File: src/rtl/kb_key_sequencer.sv
// PS/2 set-2 scan code sequencer: decodes F0/E0 prefixes, tracks Shift/Caps Lock,
// translates make codes to ASCII and queues them in a show-ahead FIFO for a slow consumer.
module kb_key_sequencer #(
  parameter int FIFO_DEPTH = 4,
  parameter int CNT_W      = 3
) (
  input  logic             clk,
  input  logic             resetn,
  input  logic [7:0]       scan_code,
  input  logic             scan_ready,
  input  logic             char_ready,
  output logic             char_valid,
  output logic [6:0]       char_out,
  output logic [CNT_W-1:0] fifo_count,
  output logic             shift_held,
  output logic             caps_on,
  output logic             overflow
);
  localparam int AW = $clog2(FIFO_DEPTH);
  localparam logic [CNT_W-1:0] FULL_CNT = CNT_W'(FIFO_DEPTH);

  typedef enum logic [1:0] {IDLE, BRK, EXT, EXT_BRK} state_t;

  state_t state, state_nxt;
  logic   make_stb, brk_stb;

  always_ff @(posedge clk or negedge resetn) begin
    if (!resetn) state <= IDLE;
    else         state <= state_nxt;
  end

  // Extended keys (E0 ...) are swallowed whole, so right-side modifier aliases never touch shift.
  always_comb begin
    state_nxt = state;
    make_stb  = 1'b0;
    brk_stb   = 1'b0;
    if (scan_ready) begin
      case (state)
        IDLE: begin
          if      (scan_code == 8'hF0) state_nxt = BRK;
          else if (scan_code == 8'hE0) state_nxt = EXT;
          else                         make_stb  = 1'b1;
        end
        BRK: begin
          brk_stb   = 1'b1;
          state_nxt = IDLE;
        end
        EXT:     state_nxt = (scan_code == 8'hF0) ? EXT_BRK : IDLE;
        default: state_nxt = IDLE;
      endcase
    end
  end

  // Modifier state
  logic lsh, rsh, caps_held;

  always_ff @(posedge clk or negedge resetn) begin
    if (!resetn) begin
      lsh       <= 1'b0;
      rsh       <= 1'b0;
      caps_on   <= 1'b0;
      caps_held <= 1'b0;
    end else if (make_stb) begin
      case (scan_code)
        8'h12: lsh <= 1'b1;
        8'h59: rsh <= 1'b1;
        8'h58: begin
          if (!caps_held) caps_on <= ~caps_on;
          caps_held <= 1'b1;
        end
        default: ;
      endcase
    end else if (brk_stb) begin
      case (scan_code)
        8'h12:   lsh       <= 1'b0;
        8'h59:   rsh       <= 1'b0;
        8'h58:   caps_held <= 1'b0;
        default: ;
      endcase
    end
  end

  assign shift_held = lsh | rsh;

  // Translation: letters resolve to lowercase first, then case-fold by shift XOR caps.
  logic [6:0] letter, other, push_char;
  logic       other_hit, map_hit;

  always_comb begin
    letter    = 7'h00;
    other     = 7'h00;
    other_hit = 1'b1;
    case (scan_code)
      8'h1C: letter = 7'h61;  8'h32: letter = 7'h62;  8'h21: letter = 7'h63;
      8'h23: letter = 7'h64;  8'h24: letter = 7'h65;  8'h2B: letter = 7'h66;
      8'h34: letter = 7'h67;  8'h33: letter = 7'h68;  8'h43: letter = 7'h69;
      8'h3B: letter = 7'h6A;  8'h42: letter = 7'h6B;  8'h4B: letter = 7'h6C;
      8'h3A: letter = 7'h6D;  8'h31: letter = 7'h6E;  8'h44: letter = 7'h6F;
      8'h4D: letter = 7'h70;  8'h15: letter = 7'h71;  8'h2D: letter = 7'h72;
      8'h1B: letter = 7'h73;  8'h2C: letter = 7'h74;  8'h3C: letter = 7'h75;
      8'h2A: letter = 7'h76;  8'h1D: letter = 7'h77;  8'h22: letter = 7'h78;
      8'h35: letter = 7'h79;  8'h1A: letter = 7'h7A;
      default: ;
    endcase
    case (scan_code)
      8'h45: other = 7'h30;  8'h16: other = 7'h31;  8'h1E: other = 7'h32;
      8'h26: other = 7'h33;  8'h25: other = 7'h34;  8'h2E: other = 7'h35;
      8'h36: other = 7'h36;  8'h3D: other = 7'h37;  8'h3E: other = 7'h38;
      8'h46: other = 7'h39;  8'h29: other = 7'h20;  8'h5A: other = 7'h0D;
      8'h66: other = 7'h08;
      default: other_hit = 1'b0;
    endcase
    map_hit = other_hit | (letter != 7'h00);
    if (letter != 7'h00)
      push_char = (shift_held ^ caps_on) ? (letter - 7'h20) : letter;
    else
      push_char = other;
  end

  // Character FIFO
  logic [6:0]    mem [FIFO_DEPTH];
  logic [AW-1:0] wr_ptr, rd_ptr;
  logic          push, pop, full, wr_en;

  assign push       = make_stb & map_hit;
  assign char_valid = (fifo_count != '0);
  assign full       = (fifo_count == FULL_CNT);
  assign pop        = char_valid & char_ready;
  // A pop in the same cycle frees the head slot, so a full FIFO still accepts the push.
  assign wr_en      = push & (~full | pop);
  assign char_out   = char_valid ? mem[rd_ptr] : 7'h00;

  always_ff @(posedge clk) begin
    if (wr_en) mem[wr_ptr] <= push_char;
  end

  always_ff @(posedge clk or negedge resetn) begin
    if (!resetn) begin
      wr_ptr     <= '0;
      rd_ptr     <= '0;
      fifo_count <= '0;
      overflow   <= 1'b0;
    end else begin
      if (wr_en) wr_ptr <= wr_ptr + 1'b1;
      if (pop)   rd_ptr <= rd_ptr + 1'b1;
      case ({wr_en, pop})
        2'b10:   fifo_count <= fifo_count + 1'b1;
        2'b01:   fifo_count <= fifo_count - 1'b1;
        default: ;
      endcase
      if (push & full & ~pop) overflow <= 1'b1;
    end
  end
endmodule

File: config.mk
export PLATFORM = sky130hd
export DESIGN_NAME = kb_key_sequencer
export DESIGN_NICKNAME = d
export VERILOG_FILES = /design/src/rtl/kb_key_sequencer.sv
export SDC_FILE = /design/constraint.sdc
export NUM_CORES = 1
export LEC_CHECK = 0
export BUFFER_PORTS_ARGS = -buffer_cell sky130_fd_sc_hd__buf_2
export CORE_UTILIZATION = 30
export DETAILED_ROUTE_END_ITERATION = 6
export GPL_TIMING_DRIVEN = 0
export PLACE_DENSITY = 0.45
export SETUP_SLACK_MARGIN = 0.3
export SYNTH_ARGS = -nofsm -noshare
export SYNTH_HDL_FRONTEND = slang
export SYNTH_SLANG_ARGS = --single-unit
File: constraint.sdc
create_clock -name clk -period 3.1 [get_ports clk]
set_clock_uncertainty 0.15 [all_clocks]
set_input_delay 0.62 -clock clk [delete_from_list [all_inputs] [get_ports clk]]
set_output_delay 0.62 -clock clk [all_outputs]
set_load 0.01 [all_outputs]
==> out/qor.yml <==
critical_path:
  crit_path_start: "scan_code[4]"
  reg2regPathDepth: 10
  worstSetupPathType: "in2reg"
  crit_fanout: 5
  rr_startpoint: "fifo_count[1]"
  rrSetupSlack_ns: 0.60
  cp.arrival_ns: 2.88
  regToRegEndpoint: "fifo_count[2]"
  critPathCaptureType: "register"
  cp-endpoint: "fifo_count[2]"
  startpoint_type: "primary input"
  cp.required_ns: 3.13
sta:
  worst_slack_ns: 0.255
  max_freq_mhz: 352
  final_hold_viol_count: 0
  rsz0062_at_grt: "yes"
  setup_viol: 0
  slew-limit-headroom_pct: 64.7
  finalCritPeriodShare_pct: 91.8
  finalWorstPathRequiredPeriod_ns: 2.84
  tightest_slew_ns: 0.530
  drv_slew: 0
synth:
  syn_nets: 302
  synth_area_leaders: "edfxtp_1, dfrtp_1, mux4_2"
  ys_ff_latch: 42
  ys_async_sr_fraction_pct: 33.3
  syn_avg_cell_area_um2: 10.3
  seq_area_frac_synth_pct: 40.9
  syn_area_mm2: 0.00291
  synth_top_area_share_pct: 28.9
  synth_edf_count: 28
  yosys_warnings: 0
  ys_types: 64
  ys.flop_type: "edfxtp_1"
  yosys.area.top_type: "edfxtp_1"
  synthCells: 284
floorplanning:
  die_h_um: 101
  die_w_um: 101
  start_util_pct: 31.2
  coreArea_mm2: 0.00933
  io_pins: 26
  rows: 35
  die-area_mm2: 0.0101
global_route:
  grt_pass1_wl_um: 11400
  grt_overflow: 0
  antenna_found_initial: 0
  grt_max_degree: 16
  grt_pass1_vias: 2168
  grt_use_total_pct: 14.6
detailed_routing:
  vias_per_cell: 5.04
  drt_iter0_markers: 102
  ant_nets: 0
  vias: 2375
  route.detailed.drc: 0
  first_pass_iters: 4
  drt-wirelength-per-cell_um: 15.3
  drt_wl_total_um: 7200
placed_design:
  gp_congestion: 0.867
  portBuffers: 21
  dp.cells: 434
  hpwl_um: 4920
  place_ws_ns: -0.343
clock_network:
  cts_max_level: 2
  clock-root-buffer: "clkbuf_8"
  clockBufferDepth: 2
  cts_tree: "built"
  cts_sinks: 42
  hold_buffers: 0
  insertion_delay_ns: 0.29
  clkTransAtPathRegs_ns: 0.09
  cts_buffers: 5
final_layout:
  stdcell_count: 471
  area_growth_pct: 27.9
  antenna_cells: 0
  nNetsFinal: 359
  drive_gt1_share_pct: 37.4
min_path:
  holdCritPathClass: "in2async"
job:
  drv_cap: 0
run_status:
  status: "finished clean"
pwr:
  power_density_mw_per_mm2: 493
  p_leak_nw: 1.42
  vdd_drop_max_mv: 0.256
[cell type report]
| cell class | count | area [um2] |
|---|---|---|
| buffer | 21 | 169 |
| clock buffer | 5 | 68.8 |
| clock inverter | 3 | 25.0 |
| fill | 920 | 5600 |
| inverter | 7 | 26.3 |
| multi-input combinational | 214 | 1710 |
| sequential | 42 | 1190 |
| tap | 129 | 161 |
| timing repair buffer | 50 | 378 |
[synth_stat cells (all sizes together), types with 6 or more instances]
library cell / number
nand4: 10
edfxtp: 28
nor2b: 6
o21ai: 18
xnor2: 7
a31oi: 6
inv: 7
and2: 13
nand2: 37
a21oi: 11
nor2: 22
buf: 16
dfrtp: 14
nand3: 9
nor3: 6
mux4: 7
[sequential cells by signal (all words and copies together) (netlist names)]
register,flops
rsh,1
fifo_count,3
overflow,1
caps_on,1
wr_ptr,2
caps_held,1
state,2
mem,28
rd_ptr,2
lsh,1
[layer usage]
metal  wire length [um]  track usage [%]  up-vias
met5                  0                0        -
met4                 99             5.80        0
met3                280             2.36        8
met2               3600             23.4       64
met1               3220             19.6     1152
li1                   -                -     1151
[placed cells by master, fill, tap and decap left out, drive strengths merged, types with 4 or more instances in the layout]
cell     n
clkbuf  14
buf     62
nor2b    6
nand4   10
a21oi   11
o32ai    4
xnor2    7
inv      8
dfrtp   14
ha       5
o21ai   18
nor2    22
mux4     7
nand2b   5
and2    13
or3      4
a31oi    6
nand2   37
nand3    9
nor3     6
edfxtp  28
and2b    5
[worst min-delay path by stage]
stage | start | end
3_5_place_dp | overflow | overflow
4_1_cts | resetn | fifo_count[1]
5_1_grt | resetn | fifo_count[1]
3_3_place_gp | overflow | overflow
2_1_floorplan | resetn | caps_held
6_report | resetn | fifo_count[1]
[repair_timing]
action                     in CTS  in global routing
cloned                          0                  2
hold endpoints to repair        0                  0
setup endpoints to repair      37                 30
setup buffers                   7                 20
pin swaps                       5                 16
gates resized for setup        11                 41
[worst max-delay path, stage by stage]
cell,delay [ns]
buf_6,0.11
clkbuf_16,0.15
or3_4,0.39
a22oi_2,0.27
nor4_4,0.10
a31oi_4,0.22
buf_6,0.13
nor2_4,0.03
fa_2,0.37
nor2b_1,0.14
mux2i_1,0.08
a32oi_1,0.16
o21ai_1,0.09
[stage by stage]
stage	total power, mW	TNS [ns]	hold WS (ns)	utilization [%]	instance area (um2)
CTS	1.83	0	0.0709	36.4	3390
detailed placement	1.45	-6.38	0.301	34.4	3210
global placement	1.45	-7.29	0.290	34.4	3210
finish	1.84	0	0.0651	39.9	3720
global route	1.97	0	0.0870	39.9	3720
floorplan	1.24	0	0.174	-	2940
[logic make-up (layout without fill, tap and decap cells)]
group / count (synthesis) / count (layout) / synth area share, %
compound gates: 55 / 55 / 13.9
fa+ha+maj: 6 / 6 / 2.84
flops: 42 / 42 / 40.9
buf+inv: 28 / 86 / 5.29
xor+xnor: 10 / 10 / 3.01
mux: 10 / 10 / 6.45
simple gates: 133 / 133 / 27.6
[where the power goes]
group	switching (mW)	total [mW]	internal (mW)
registers	0.0469	0.709	0.662
logic	0.397	0.762	0.365
clock network	0.204	0.367	0.163
No activity file was read; power rests on OpenSTA's default activity.
